$ cat src/rtl/unary_shift_mac_pkg.sv
`default_nettype none
// ============================================================================
//  Module      : unary_mac_pkg
//  Description : Shared types and width helpers for the unary multiply-
//                accumulate datapath.
//  Revision    : 1.0 - initial release
// ============================================================================
package unary_mac_pkg;

  // Top-level sequencing: gather operands, fold products, stream the result.
  typedef enum logic [1:0] {
    LOAD    = 2'd0,
    COMPUTE = 2'd1,
    OUTPUT  = 2'd2
  } mac_state_e;

  // Unary length for a given binary operand width.
  function automatic int u_bits(input int bin_bits);
    return 1 << bin_bits;
  endfunction

  // Index width for n items, never narrower than one bit.
  function automatic int idx_width(input int n);
    return (n > 1) ? $clog2(n) : 1;
  endfunction

endpackage : unary_mac_pkg
`default_nettype wire

$ cat src/rtl/unary_shift_mac_lane_counter.sv
`default_nettype none
// ============================================================================
//  Module      : unary_lane_counter
//  Description : Saturating count of ones on one serial unary wire, with
//                synchronous clear and count enable.
//  Revision    : 1.0 - initial release
// ============================================================================
module unary_lane_counter
  import unary_mac_pkg::*;
#(
  parameter int BIN_BITS = 4
) (
  input  logic              clk,
  input  logic              reset_n,
  input  logic              clr,
  input  logic              en,
  input  logic              bit_in,
  output logic [BIN_BITS:0] cnt
);

  localparam logic [BIN_BITS:0] c_u = (BIN_BITS + 1)'(u_bits(BIN_BITS));

  logic [BIN_BITS:0] r_cnt;

  // Count ones on accepted beats; values beyond the unary length are dropped.
  always_ff @(posedge clk or negedge reset_n) begin
    if (!reset_n) begin
      r_cnt <= '0;
    end else if (clr) begin
      r_cnt <= '0;
    end else if (en && bit_in && (r_cnt != c_u)) begin
      r_cnt <= r_cnt + 1'b1;
    end
  end

  assign cnt = r_cnt;

endmodule : unary_lane_counter
`default_nettype wire

$ cat src/rtl/unary_shift_mac.sv
`default_nettype none
// ============================================================================
//  Module      : unary_shift_mac
//  Description : Multi-lane unary multiply-accumulate. Per-lane unary operand
//                counts are multiplied lane by lane into a saturating binary
//                accumulator, and the total is replayed as a unary stream.
//  Revision    : 1.0 - initial release
// ============================================================================
module unary_shift_mac
  import unary_mac_pkg::*;
#(
  parameter int BIN_BITS = 4,
  parameter int LANES    = 4,
  parameter int ACC_BITS = 12
) (
  input  logic             clk,
  input  logic             reset_n,
  input  logic             in_valid,
  output logic             in_ready,
  input  logic [LANES-1:0] in_a,
  input  logic [LANES-1:0] in_b,
  input  logic             in_last,
  input  logic             in_acc,
  output logic             out,
  output logic             out_valid,
  input  logic             out_ready,
  output logic             out_last,
  output logic             out_sat
);

  localparam int c_cnt_w  = BIN_BITS + 1;
  localparam int c_prod_w = 2 * c_cnt_w;
  localparam int c_sum_w  = ((ACC_BITS > c_prod_w) ? ACC_BITS : c_prod_w) + 1;
  localparam int c_idx_w  = idx_width(LANES);
  localparam logic [c_idx_w-1:0]  c_last_idx = c_idx_w'(LANES - 1);
  localparam logic [ACC_BITS-1:0] c_acc_max  = '1;

  mac_state_e r_state;
  mac_state_e w_next;

  logic [c_cnt_w-1:0]  w_a_cnt [LANES];
  logic [c_cnt_w-1:0]  w_b_cnt [LANES];
  logic [c_idx_w-1:0]  r_idx;
  logic [ACC_BITS-1:0] r_acc;
  logic [ACC_BITS-1:0] r_down;
  logic                r_sat;
  logic                r_first;

  logic                w_beat;
  logic                w_out_hs;
  logic                w_last_beat;
  logic                w_done;
  logic [c_prod_w-1:0] w_prod;
  logic [c_sum_w-1:0]  w_sum;
  logic                w_over;
  logic [ACC_BITS-1:0] w_acc_add;

  assign w_beat      = in_valid && in_ready;
  assign w_out_hs    = out_valid && out_ready;
  assign w_last_beat = (r_down <= ACC_BITS'(1));
  assign w_done      = w_out_hs && w_last_beat;

  // One A and one B counter per lane; cleared together when a stream ends.
  for (genvar l = 0; l < LANES; l++) begin : g_lane
    unary_lane_counter #(.BIN_BITS(BIN_BITS)) u_cnt_a (
      .clk    (clk),
      .reset_n(reset_n),
      .clr    (w_done),
      .en     (w_beat),
      .bit_in (in_a[l]),
      .cnt    (w_a_cnt[l])
    );
    unary_lane_counter #(.BIN_BITS(BIN_BITS)) u_cnt_b (
      .clk    (clk),
      .reset_n(reset_n),
      .clr    (w_done),
      .en     (w_beat),
      .bit_in (in_b[l]),
      .cnt    (w_b_cnt[l])
    );
  end

  // Product of the lane selected this COMPUTE cycle, folded with saturation.
  always_comb begin
    w_prod    = c_prod_w'(w_a_cnt[r_idx]) * c_prod_w'(w_b_cnt[r_idx]);
    w_sum     = c_sum_w'(r_acc) + c_sum_w'(w_prod);
    w_over    = (w_sum > c_sum_w'(c_acc_max));
    w_acc_add = w_over ? c_acc_max : w_sum[ACC_BITS-1:0];
  end

  // State register.
  always_ff @(posedge clk or negedge reset_n) begin
    if (!reset_n) r_state <= LOAD;
    else          r_state <= w_next;
  end

  // Next-state and handshake/output decode.
  always_comb begin
    w_next    = r_state;
    in_ready  = 1'b0;
    out_valid = 1'b0;
    out       = 1'b0;
    out_last  = 1'b0;
    out_sat   = 1'b0;
    case (r_state)
      LOAD: begin
        in_ready = 1'b1;
        if (in_valid && in_last) w_next = COMPUTE;
      end
      COMPUTE: begin
        if (r_idx == c_last_idx) w_next = OUTPUT;
      end
      OUTPUT: begin
        out_valid = 1'b1;
        out       = (r_down != '0);
        out_last  = w_last_beat;
        out_sat   = r_sat;
        if (out_ready && w_last_beat) w_next = LOAD;
      end
      default: w_next = LOAD;
    endcase
  end

  // Lane index walks 0..LANES-1 during COMPUTE, one product per cycle.
  always_ff @(posedge clk or negedge reset_n) begin
    if (!reset_n)                  r_idx <= '0;
    else if (r_state != COMPUTE)   r_idx <= '0;
    else if (r_idx == c_last_idx)  r_idx <= '0;
    else                           r_idx <= r_idx + 1'b1;
  end

  // First-beat tracker so in_acc is honoured only at the start of a frame.
  always_ff @(posedge clk or negedge reset_n) begin
    if (!reset_n)    r_first <= 1'b1;
    else if (w_beat) r_first <= in_last;
  end

  // Accumulator: optional clear on the first beat, saturating adds in COMPUTE.
  always_ff @(posedge clk or negedge reset_n) begin
    if (!reset_n)                            r_acc <= '0;
    else if (w_beat && r_first && !in_acc)   r_acc <= '0;
    else if (r_state == COMPUTE)             r_acc <= w_acc_add;
  end

  // Sticky clip flag, dropped when the result stream completes.
  always_ff @(posedge clk or negedge reset_n) begin
    if (!reset_n)                        r_sat <= 1'b0;
    else if (w_done)                     r_sat <= 1'b0;
    else if (r_state == COMPUTE && w_over) r_sat <= 1'b1;
  end

  // Down-counter loaded with the final sum; the accumulator itself is kept.
  always_ff @(posedge clk or negedge reset_n) begin
    if (!reset_n) begin
      r_down <= '0;
    end else if (r_state == COMPUTE && r_idx == c_last_idx) begin
      r_down <= w_acc_add;
    end else if (w_out_hs) begin
      r_down <= w_last_beat ? '0 : (r_down - 1'b1);
    end
  end

endmodule : unary_shift_mac
`default_nettype wire

$ cat config.mk
export PLATFORM = sky130hd
export DESIGN_NAME = unary_shift_mac
export DESIGN_NICKNAME = d
export VERILOG_FILES = /design/src/rtl/unary_shift_mac_pkg.sv /design/src/rtl/unary_shift_mac_lane_counter.sv /design/src/rtl/unary_shift_mac.sv
export SDC_FILE = /design/constraint.sdc
export NUM_CORES = 1
export LEC_CHECK = 0
export CAP_MARGIN = 20
export CORE_MARGIN = 10
export CORE_UTILIZATION = 34
export CTS_BUF_LIST = sky130_fd_sc_hd__clkbuf_8
export CTS_CLUSTER_SIZE = 12
export DETAILED_ROUTE_END_ITERATION = 7
export HOLD_SLACK_MARGIN = 0.05
export PLACE_DENSITY = 0.54
export REMOVE_ABC_BUFFERS = 1
export SLEW_MARGIN = 10
export SYNTH_ARGS = -nofsm -noshare
export SYNTH_HDL_FRONTEND = slang
export SYNTH_SLANG_ARGS = --single-unit
$ cat constraint.sdc
create_clock -name clk -period 4.87 [get_ports clk]
set_input_delay 0.974 -clock clk [delete_from_list [all_inputs] [get_ports clk]]
set_output_delay 0.974 -clock clk [all_outputs]
set_load 0.02 [all_outputs]
==> impl_summary.txt <==
----------------------------------------------------
[Place]
  Port Buffer Count ... 18
  Placer's final routability congestion estimate ... 0.807
  Total instance count after detailed placement ... 706
  Estimated wirelength of the detail-placed design ... 8610 um

[Power]
  Cell leakage power ... 2.56 nW
  Peak supply drop ... 374 uV
  PwrDens ... 714 mW/mm2

[Critical path]
  Worst Setup Start Kind ... flip-flop
  Data arrival time of the worst path ... 4.99 ns
  Reg-to-Reg Start ... r_idx[0]
  Register-to-Register Setup Slack ... 0.19 ns
  Data required time at the worst endpoint ... 5.18 ns
  Reg2Reg Depth ... 14
  Kind of end point of the critical path ... flip-flop
  Critical path peak fanout ... 7
  Worst reg2reg path endpoint ... r_acc[9]
  Path type of the worst setup path ... reg2reg
  Worst setup path endpoint ... r_acc[9]
  Worst setup startpoint ... r_idx[0]

[Logic synthesis]
  Cell types with the highest counts after synthesis ... 69 x sky130_fd_sc_hd__dfrtp_1, 60 x sky130_fd_sc_hd__nor2_1, 44 x sky130_fd_sc_hd__inv_1
  Fraction of post-synthesis cell area in the top cell type by area ... 0.343
  Area leader, netlist ... sky130_fd_sc_hd__dfrtp_1
  Cell with the most instances after synthesis ... sky130_fd_sc_hd__dfrtp_1
  Post-synthesis cell count ... 515
  Number of distinct library cell variants in the gate-level netlist after synthesis ... 61
  Sequential share of the synthesized area ... 0.349
  Top post-synthesis cells by area ... sky130_fd_sc_hd__dfrtp_1 34%, sky130_fd_sc_hd__ha_1 9.7%, sky130_fd_sc_hd__fa_1 6.8%
  Predominant post-synthesis flop cell ... sky130_fd_sc_hd__dfrtp_1
  Number of warnings reported in the yosys synthesis log ... 0
  Avg Synthesized Cell Area ... 9.76 um2
  Share of synthesized flip-flops with an asynchronous set or reset ... 1.00
  Count of flip-flops with a built-in enable after synthesis ... 0
  Cell area after technology mapping ... 0.00503 mm2
  Flip-flop and latch count after synthesis ... 70

[Layout]
  Antenna cell count ... 0
  Share of the core filled with cells in the final layout ... 0.382
  Fraction of layout instances using a drive strength above 1 ... 0.0840
  Synthesis-to-layout area growth ... 10.5%
  Non-filler cells, final ... 720
  Number of nets in the layout ... 603

[Clock network]
  CTS tree ... yes
  Clock insertion delay at the later pin of the skew report ... 0.37 ns
  Resize count post-CTS ... 0
  Cts-stage hold buffer count ... 0
  CTS clock-pin slew for the worst setup and hold paths ... 0.07 ns
  Root cell of the clock tree ... sky130_fd_sc_hd__clkbuf_8
  Clock tree buffer depth ... 2
  Number of CTS-inserted buffers ... 9
  H-tree depth ... 3
  Post-CTS Setup Inserts ... 0
  Clock sink total ... 70

[Timing]
  Slew @ Worst Pin ... 0.777 ns
  Finish-stage setup viols ... 0
  Endpoints failing hold ... 0
  Shortest clock period the worst path allows after layout ... 4.68 ns
  Maximum clock frequency ... 214 MHz
  Worst rel slew slack ... 0.482
  Post-route fraction of the period consumed by the critical path ... 0.961
  Number of pins with negative max-slew slack in the final report ... 0
  Worst Skew ... 0.0111 ns

[Floorplan]
  Y dimension of the die ... 142 um
  Die Width ... 142 um
  DIE AREA ... 0.0201 mm2
  Initial core utilization ... 0.346
  Area of the core ... 0.0145 mm2
  Cell row count ... 44
  I/O Pins ... 19

[GRT]
  Via count of the first global-routing pass ... 3,714
  Remaining Overflow, GRT ... 0
  Pin count of the biggest net entering global routing ... 42
  Initial antenna violation count ... 0
  Tot GR Track Use ... 0.118
  Global-route wire length before repair ... 18,900 um

[Route]
  1st-iter DRT viols ... 122
  WL per Instance ... 15.5 um
  Detailed-route via count ... 3,635
  Detailed Route WL ... 11,200 um
  DRC errors left ... 0
  Antenna viol nets, final ... 0
  Number of vias per cell after detailed routing ... 5.05
  Iteration count of the initial detailed-routing pass ... 4

[Hold path]
  Type of the worst min-delay path ... reg2reg

[Outcome]
  Status ... finished clean

[Job]
  MaxCap Viol Count ... 0

----------------------------------------------------
[stage by stage]
step           power (W)  setup TNS [ns]  area (um2)  hold WS, ns  setup slack (ns)
5_1_grt          0.00440          -0.176        5560        0.543           -0.0679
3_5_place_dp     0.00354               0        5380        0.477            0.0494
4_1_cts          0.00396               0        5540        0.493            0.0466
2_1_floorplan    0.00288               0        4940        0.450             0.106
6_report         0.00396               0        5560        0.488             0.188
3_3_place_gp     0.00351               0        5380        0.477             0.154
[layout by cell type, fill, tap and decap left out, types with 2 or more instances in the layout]
| cell type | n |
|---|---|
| sky130_fd_sc_hd__o2111ai_1 | 2 |
| sky130_fd_sc_hd__xnor2_1 | 16 |
| sky130_fd_sc_hd__nor2b_1 | 5 |
| sky130_fd_sc_hd__clkbuf_8 | 10 |
| sky130_fd_sc_hd__fa_1 | 17 |
| sky130_fd_sc_hd__or4_4 | 2 |
| sky130_fd_sc_hd__and3_1 | 11 |
| sky130_fd_sc_hd__o211ai_1 | 3 |
| sky130_fd_sc_hd__nand3b_1 | 2 |
| sky130_fd_sc_hd__nor2_1 | 60 |
| sky130_fd_sc_hd__a21o_1 | 3 |
| sky130_fd_sc_hd__o21ai_0 | 17 |
| sky130_fd_sc_hd__inv_1 | 47 |
| sky130_fd_sc_hd__o311a_1 | 7 |
| sky130_fd_sc_hd__nor3b_1 | 3 |
| sky130_fd_sc_hd__o2bb2ai_1 | 5 |
| sky130_fd_sc_hd__ha_1 | 38 |
| sky130_fd_sc_hd__a22o_1 | 5 |
| sky130_fd_sc_hd__o21ai_1 | 2 |
| sky130_fd_sc_hd__and3b_1 | 2 |
| sky130_fd_sc_hd__dfrtp_1 | 69 |
| sky130_fd_sc_hd__buf_4 | 5 |
| sky130_fd_sc_hd__or3_1 | 3 |
| sky130_fd_sc_hd__a211oi_2 | 2 |
| sky130_fd_sc_hd__clkdlybuf4s50_1 | 17 |
| sky130_fd_sc_hd__and2_1 | 21 |
| sky130_fd_sc_hd__a211oi_1 | 4 |
| sky130_fd_sc_hd__nand2_1 | 37 |
| sky130_fd_sc_hd__o22ai_1 | 3 |
| sky130_fd_sc_hd__mux4_2 | 10 |
| sky130_fd_sc_hd__a31oi_1 | 3 |
| sky130_fd_sc_hd__a21oi_1 | 16 |
| sky130_fd_sc_hd__nand3_1 | 18 |
| sky130_fd_sc_hd__mux2i_1 | 2 |
| sky130_fd_sc_hd__nor3_1 | 9 |
| sky130_fd_sc_hd__o21ai_2 | 3 |
| sky130_fd_sc_hd__xor2_1 | 28 |
| sky130_fd_sc_hd__nand2b_1 | 3 |
[state kept, by name, summed over array words and instances, names as in the netlist]
signal,count
r_state,2
r_first,1
r_down,12
g_lane.u_cnt_b.cnt,20
r_idx,2
r_acc,12
g_lane.u_cnt_a.cnt,20
r_sat,1
[routing by layer]
| metal | vias up | track usage | part of all wire |
|---|---|---|---|
| met4 | 0 | 0.0522 | 0.021 |
| met2 | 29 | 0.187 | 0.48 |
| met1 | 1783 | 0.150 | 0.48 |
| met3 | 17 | 0.0270 | 0.022 |
| met5 | - | 0 | 0 |
| li1 | 1806 | - | - |
[worst max-delay path, stage by stage, from the launching register on]
cell,delay [ns]
sky130_fd_sc_hd__dfrtp_1,0.34
sky130_fd_sc_hd__buf_4,0.18
sky130_fd_sc_hd__mux4_2,0.57
sky130_fd_sc_hd__and2_1,0.19
sky130_fd_sc_hd__fa_1,0.51
sky130_fd_sc_hd__fa_1,0.55
sky130_fd_sc_hd__inv_1,0.05
sky130_fd_sc_hd__fa_1,0.52
sky130_fd_sc_hd__inv_1,0.04
sky130_fd_sc_hd__ha_1,0.27
sky130_fd_sc_hd__a2111oi_1,0.42
sky130_fd_sc_hd__o21ai_1,0.23
sky130_fd_sc_hd__and3_1,0.25
sky130_fd_sc_hd__o211ai_1,0.32
sky130_fd_sc_hd__a22o_1,0.18
[where the power goes]
part	internal (W)	switching, W
combinational	0.00107	0.00134
sequential	0.000835	0.000306
clock	0.000188	0.000218
[worst min path at each step]
stage                  start        to  slack [ns]  cells past startpoint
floorplan           r_acc[2]  r_acc[2]        0.45                      2
global placement    r_acc[0]  r_acc[0]        0.48                      2
detailed placement   r_first   r_first        0.48                      2
CTS                  r_first   r_first        0.49                      2
global route         r_first   r_first        0.54                      2
finish               r_first   r_first        0.49                      2
[cell type report]
class,instances,area [um2]
Clock buffer,10,138
Fill cell,1472,8980
Sequential cell,70,1750
Clock inverter,4,18.8
Timing Repair Buffer,23,213
Inverter,44,165
Multi-Input combinational cell,385,3040
Tap cell,184,230
[logic make-up after synthesis]
| family | count (synthesis) | synth area share |
|---|---|---|
| simple gates | 188 | 0.191 |
| compound gates | 85 | 0.119 |
| flops | 70 | 0.349 |
| buf+inv | 60 | 0.0508 |
| fa+ha+maj | 56 | 0.165 |
| xor+xnor | 44 | 0.0767 |
| mux | 12 | 0.0488 |
No activity file was read; power rests on OpenSTA's default activity.
